[src/rtl/cruzamento_pkg.sv]
// Shared types and constants for the two-approach intersection controller.
// Holds the state enumeration, the lamp encodings, the default durations and the counter-load helper.
package cruzamento_pkg;

  typedef enum logic [2:0] {
    A_VERDE   = 3'd0,
    A_AMARELO = 3'd1,
    LIMPA_A   = 3'd2,
    B_VERDE   = 3'd3,
    B_AMARELO = 3'd4,
    LIMPA_B   = 3'd5,
    PED       = 3'd6
  } estado_t;

  localparam logic [2:0] VERDE    = 3'b001;
  localparam logic [2:0] AMARELO  = 3'b010;
  localparam logic [2:0] VERMELHO = 3'b100;

  localparam int T_VERDE_PAD   = 4;
  localparam int T_AMARELO_PAD = 2;
  localparam int T_LIMPA_PAD   = 1;
  localparam int T_PED_PAD     = 3;

  // A state lasting N cycles starts its down-counter at N-1 and leaves when it reads 0.
  function automatic logic [7:0] carga(input int duracao);
    return 8'(duracao - 1);
  endfunction

endpackage

[src/rtl/temporizador.sv]
// 8-bit loadable down-counter with a zero flag; it saturates at zero instead of wrapping.
module temporizador #(
  parameter logic [7:0] VAL_RESET = 8'd0
) (
  input  logic       clk,
  input  logic       rst,
  input  logic       carrega,
  input  logic [7:0] valor,
  output logic       zero
);

  logic [7:0] contagem;

  always_ff @(posedge clk) begin
    if (rst)
      contagem <= VAL_RESET;
    else if (carrega)
      contagem <= valor;
    else if (contagem != 8'd0)
      contagem <= contagem - 8'd1;
  end

  assign zero = (contagem == 8'd0);

endmodule

[src/rtl/cruzamento_ctrl.sv]
// Traffic-light controller for two approaches plus a pedestrian walk phase.
// All outputs are decoded from registered state only.
module cruzamento_ctrl
  import cruzamento_pkg::*;
#(
  parameter int T_VERDE   = T_VERDE_PAD,
  parameter int T_AMARELO = T_AMARELO_PAD,
  parameter int T_LIMPA   = T_LIMPA_PAD,
  parameter int T_PED     = T_PED_PAD
) (
  input  logic       clk,
  input  logic       rst,
  input  logic       bt,
  input  logic       sa,
  input  logic       sb,
  output logic [2:0] A,
  output logic [2:0] B,
  output logic       P,
  output logic       ped_pend
);

  estado_t    estado;
  estado_t    proximo;
  logic       ultimo;
  logic       fim;
  logic       carrega;
  logic [7:0] valor_carga;

  temporizador #(
    .VAL_RESET(carga(T_VERDE))
  ) u_temporizador (
    .clk     (clk),
    .rst     (rst),
    .carrega (carrega),
    .valor   (valor_carga),
    .zero    (fim)
  );

  always_ff @(posedge clk) begin
    if (rst)
      estado <= A_VERDE;
    else
      estado <= proximo;
  end

  // Green rests at counter 0 until the opposite approach or a pedestrian asks for the road.
  always_comb begin
    proximo = estado;
    unique case (estado)
      A_VERDE:   if (fim && (sb || ped_pend)) proximo = A_AMARELO;
      A_AMARELO: if (fim) proximo = LIMPA_A;
      LIMPA_A:   if (fim) proximo = ped_pend ? PED : B_VERDE;
      B_VERDE:   if (fim && (sa || ped_pend)) proximo = B_AMARELO;
      B_AMARELO: if (fim) proximo = LIMPA_B;
      LIMPA_B:   if (fim) proximo = ped_pend ? PED : A_VERDE;
      PED:       if (fim) proximo = ultimo ? A_VERDE : B_VERDE;
      default:   proximo = A_VERDE;
    endcase
  end

  // Every state change reloads the counter with the duration of the state being entered.
  always_comb begin
    carrega = (proximo != estado);
    unique case (proximo)
      A_VERDE, B_VERDE:     valor_carga = carga(T_VERDE);
      A_AMARELO, B_AMARELO: valor_carga = carga(T_AMARELO);
      LIMPA_A, LIMPA_B:     valor_carga = carga(T_LIMPA);
      PED:                  valor_carga = carga(T_PED);
      default:              valor_carga = carga(T_VERDE);
    endcase
  end

  // A button press in the very cycle that enters PED is absorbed by that walk phase.
  always_ff @(posedge clk) begin
    if (rst) begin
      ped_pend <= 1'b0;
      ultimo   <= 1'b1;
    end else begin
      if (proximo == PED && estado != PED)
        ped_pend <= 1'b0;
      else if (bt)
        ped_pend <= 1'b1;
      if (proximo == LIMPA_A && estado != LIMPA_A)
        ultimo <= 1'b0;
      else if (proximo == LIMPA_B && estado != LIMPA_B)
        ultimo <= 1'b1;
    end
  end

  always_comb begin
    A = VERMELHO;
    B = VERMELHO;
    P = 1'b0;
    unique case (estado)
      A_VERDE:   A = VERDE;
      A_AMARELO: A = AMARELO;
      B_VERDE:   B = VERDE;
      B_AMARELO: B = AMARELO;
      PED:       P = 1'b1;
      default:   ;
    endcase
  end

endmodule

[config.mk]
export PLATFORM = sky130hd
export DESIGN_NAME = cruzamento_ctrl
export DESIGN_NICKNAME = d
export VERILOG_FILES = /design/src/rtl/cruzamento_pkg.sv /design/src/rtl/temporizador.sv /design/src/rtl/cruzamento_ctrl.sv
export SDC_FILE = /design/constraint.sdc
export NUM_CORES = 1
export LEC_CHECK = 0
export ABC_CLOCK_PERIOD_IN_PS = 3900
export CORE_MARGIN = 5
export CORE_UTILIZATION = 51
export CTS_CLUSTER_DIAMETER = 200
export DETAILED_ROUTE_END_ITERATION = 7
export GPL_TIMING_DRIVEN = 0
export PLACE_DENSITY = 0.77
export SKIP_LAST_GASP = 1
export SLEW_MARGIN = 5
export SYNTH_ARGS = -nofsm -noshare
export SYNTH_HDL_FRONTEND = slang
export SYNTH_SLANG_ARGS = --single-unit
[constraint.sdc]
create_clock -name clk -period 3.9 [get_ports clk]
set_input_delay 1.17 -clock clk [delete_from_list [all_inputs] [get_ports clk]]
set_output_delay 1.17 -clock clk [all_outputs]
set_load 0.1 [all_outputs]
; ---- Yosys cells after proc, flatten, opt, wreduce, memory -nomap -nowiden
; Index checks and enable logic that the tools add are counted.
; Widths: inputs -> output; s select.
[totals]
ff_bits = 13
inputBits = 5
output_inout_bits = 8
word_cells = 54
[op_classes]
n_addsub = 1
n_eq_ne = 15
mux = 19
n_reduce_logical = 15
[op_table]
columns = op, count
row1 = $mux 3, 9
row2 = $pmux 3 s7, 1
row3 = $eq 3x3->1 const B, 6
row4 = $mux 8, 2
row5 = $pmux 3 s2, 2
row6 = $eq 3x2->1 const B, 3
row7 = $logic_not 8->1, 1
row8 = $reduce_bool 8->1, 1
row9 = $sub 8x1->8 const B, 1
row10 = $eq 3x1->1 const B, 2
row11 = $ne 3x3->1 const B, 2
row12 = $pmux 2 s3, 1
row13 = $reduce_or 2->1, 3
row14 = $logic_and 1x1->1, 5
row15 = $reduce_bool 2->1, 2
row16 = $logic_not 3->1, 1
row17 = $mux 1, 3
row18 = $ne 3x2->1 const B, 1
row19 = $ne 3x3->1, 1
row20 = $logic_or 1x1->1, 2
row21 = $mux 2, 1

; ---- Depth between registers and ports, before layout
[depth]
depth_word = 8
ltp_mapped = 8
mapped_depth_nobuf = 7

; ---- Modules after synthesis
; Synthesis repeated with hierarchy kept, for this count alone.
[hier_totals]
hier_cells = 118
hier_area_um2 = 945.9
[modules_own_cells]
columns = mod, n_inst, cells_per_inst, area_per_inst_um2, seq_area_each_um2
row1 = cruzamento_ctrl, 1, 67, 488.0, 100.1
row2 = temporizador, 1, 51, 457.9, 160.2

; ---- Least setup slack after synthesis
; Ideal clock, no wire load.
[synth_path]
path_kind = register -> output
startpoint = reg estado[1]
endpoint = out B[2]
arrival_time_ns = 3.969
required_ns = 2.730
setup_slack_ns = -1.239
stages_incl_launch_ff = 4
path_buffers = 1
path_cell_list = dfxtp_1 buf_1 nor3_1 nor2_1
[synth_between]
elab_chain_len = 2
word_cells_on_any_way = 3
cone_classes = 2 x eq/ne / 1 x mux
[synth_rtl]
columns = item, line
row1 = "start, declared", cruzamento_ctrl.sv:22  ; estado_t estado;
row2 = "start signal, assigned", cruzamento_ctrl.sv:43  ; estado <= proximo;
row3 = $eq 3x3->1 / $eq 3x2->1 (equally long branches), cruzamento_ctrl.sv:94  ; unique case (estado)
row4 = $pmux 3 s2 (*), cruzamento_ctrl.sv:94
row5 = "end, declared", cruzamento_ctrl.sv:17  ; output logic [2:0] B,
; Every way passes the cells marked *; elsewhere a longest branch is shown, timed or not.

; ---- Worst setup path in the final report
[layout_path]
startpoint = reg estado[1]
endpoint = out P
[layout_between]
elab_chain_len = 2
[layout_rtl]
columns = item, line
row1 = $eq 3x3->1, cruzamento_ctrl.sv:94
row2 = $mux 1, cruzamento_ctrl.sv:94
row3 = "end, declared", cruzamento_ctrl.sv:18  ; output logic P,
; Every way passes these cells.

==> impl_metrics.tcl <==
set metrics [dict create \
    status "completed" \
    synth_ff_type "dfxtp_1" \
    die_w_um 50.54 \
    finalCritPeriodShare_pct 95.85 \
    die-area_um2 2554 \
    cp.buffers_inverters 2 \
    rsz0062_at_grt "no" \
    finalWirelength_um 1946 \
    worst-endpoint-arrival_ns 2.57 \
    layout-drive-gt1-share_pct 14.52 \
    clock_skew_ns 0.004360 \
    syn_area_um2 838.3 \
    r2r-end "ped_pend" \
    cts_buffers 3 \
    crit_path_cell_trace "buf_1 > nor3b_2 > clkdlybuf4s50_1" \
    gp_congestion 0.9565 \
    hp-class "reg2reg" \
    cts_hold_buf 0 \
    placedCellCount 136 \
    hold_violations 0 \
    final_core_util_pct 65.18 \
    grtUsageTotal_pct 15.63 \
    stdcell_area_um2 1005 \
    clk_pin_slew_worst_paths_ns 0.09 \
    grt_pass1_wl_um 3118 \
    min_path_cells 2 \
    synth.avg_cell_area_um2 7.691 \
    vias_per_cell 5.929 \
    fp.dieH_um 50.54 \
    hold_end "ultimo" \
    drc 0 \
    netlist_instances 109 \
    yosysTopAreaCell "dfxtp_1" \
    powerDensity_nw_per_um2 371.5 \
    synth_fp_nets 115 \
    nFillCells 140 \
    slew_viol_final 0 \
    ys_seq_elements 13 \
    cp_top_family "buffers and inverters" \
    ys_async_sr_fraction_pct 0 \
    ant_nets 0 \
    cts-resized-gates 0 \
    vias 830 \
    maxSlewHeadroom_pct 35.31 \
    cts_tree "done" \
    power.leakage_nw 0.3976 \
    postCtsSetupBuffers 0 \
    maxCapViolations 0 \
    core_um2 1541 \
    dp_slack_ns 0.4812 \
    setup_viol 0 \
    synth.yosys.warnings 0 \
    hold_path.startpoint "ultimo" \
    synth.most_common_cell "nor2_1" \
    io_buffers 11 \
    htreeDepth 1 \
    diodes 0 \
    dr.pass1.iters 4 \
    critical-path-max-stage-delay_ns 1.17 \
    place_hpwl_um 1474 \
    worst_setup_path_start_kind "flop" \
    max_freq_ghz 0.2675 \
    rrSetupSlack_ns 1.90 \
    critPathCaptureType "primary output" \
    wire_per_inst_um 13.90 \
    crit_fanout 10 \
    antenna_found_initial 0 \
    cts-root-buf "clkbuf_4" \
    syn2layout_area_growth_pct 19.85 \
    synth_top_area_share_pct 31.04 \
    ys_top_cells_by_count "nor2_1, dfxtp_1, nand2_1" \
    stdcell_count 140 \
    placed_area_um2 978.4 \
    layout.nets 131 \
    period_needed_ns 3.738 \
    whs_ns 0.5344 \
    yosys-top-cells-area "dfxtp_1, nor2_1, a21oi_1" \
    cts_max_path_buffers 2 \
    initial_core_util_pct 54.38 \
    yosysSeqAreaShare_pct 31.04 \
    ir_drop_mv 0.2281 \
    drt_first_iter_violations 40 \
    grt_max_degree 11 \
    reg2reg_from "u_temporizador.contagem[0]" \
    rr_worst_depth 7 \
    crit_path_top_delay_cell "clkdlybuf4s50_1" \
    overflow 0 \
    worst_slew_pin_slew_ns 0.9674 \
    synth_edf_count 0 \
    required_ns 2.73 \
    worstSetupPathType "reg2out" \
    fin_ws_ns 0.1620 \
    insertion_delay_ns 0.28 \
    io_pins 13 \
    num_rows 14 \
    grt_pass1_vias 701 \
    synth_cell_type_count 40 \
    cts_sinks 13 \
]
-- state kept, by name, indices dropped and copies added, names as in the netlist --
signal / cells
ultimo: 1
u_temporizador.contagem: 8
estado: 3
ped_pend: 1
-- worst reg2reg max path: cells and delay by family, from the launching register on --
| kind | cells | cell delay (ns) |
|---|---|---|
| DFF | 1 | 0.38 |
| adders and majority gates | 2 | 0.58 |
| buffers and inverters | 1 | 0.06 |
| AOI/OAI and AO/OA | 1 | 0.27 |
| and+or+nand+nor | 3 | 0.60 |
-- cells by family (layout without fill, tap and decap cells) --
| family | after synthesis | count (layout) | share of synthesized area [%] |
|---|---|---|---|
| AND/OR/NAND/NOR | 58 | 58 | 35.08 |
| AO/OA/AOI/OAI | 20 | 20 | 17.31 |
| flip-flops | 13 | 13 | 31.04 |
| buffers and inverters | 8 | 23 | 4.030 |
| XOR/XNOR | 4 | 4 | 4.180 |
| multiplexers | 4 | 4 | 5.522 |
| adder cells (fa/ha/maj) | 2 | 2 | 2.835 |
-- where the power goes --
part	internal, mW	switching (mW)
Combinational	0.0471	0.0758
Sequential	0.147	0.0166
Clock	0.0396	0.0470
-- through the flow --
stage	setup TNS (ns)	total power, mW
CTS	0	0.3754
global route	0	0.3954
finish	0	0.3733
global placement	0	0.2854
floorplan	-0.04413	0.2624
detailed placement	0	0.2890
-- area by class of cell --
type	count	area, um^2	area share (%)
Sequential cell	13	260.3	25.90
Multi-Input combinational cell	88	554.3	55.17
Timing Repair Buffer	11	110.1	10.96
Clock buffer	4	26.28	2.615
Buffer	5	22.52	2.242
Tap cell	16	20.02	1.993
Inverter	3	11.26	1.121
-- per-layer routing --
| layer | track usage, % | up-vias | share of wire (%) |
|---|---|---|---|
| met2 | 24.17 | 20 | 47 |
| met3 | 3.550 | 4 | 5.8 |
| li1 | - | 418 | - |
| met4 | 5.957 | 0 | 0.98 |
| met1 | 20.97 | 388 | 47 |
| met5 | 0 | - | 0 |
-- placed cells by master (no fill, tap or decap), types with 2 or more instances in the layout --
cell type,n
buf_1,2
nand2_1,9
dfxtp_1,13
a21oi_1,7
nor2_1,21
o21ai_0,5
clkdlybuf4s50_1,11
inv_1,3
nand3_1,5
buf_2,3
xor2_1,3
nor2b_1,2
nor3_1,5
clkbuf_4,3
or3_1,2
-- how the worst max path moves through the flow --
stage / cells after the start / slack, ns / end / startpoint
after global routing: 3 / 0.1 / P / estado[1]
after CTS: 3 / 0.16 / P / estado[1]
after floorplan: 3 / -0.04 / B[2] / estado[2]
after global placement: 3 / 0.51 / P / estado[1]
final: 3 / 0.16 / P / estado[1]
after detailed placement: 3 / 0.48 / P / estado[1]
Power figures use the tool's default switching activity.
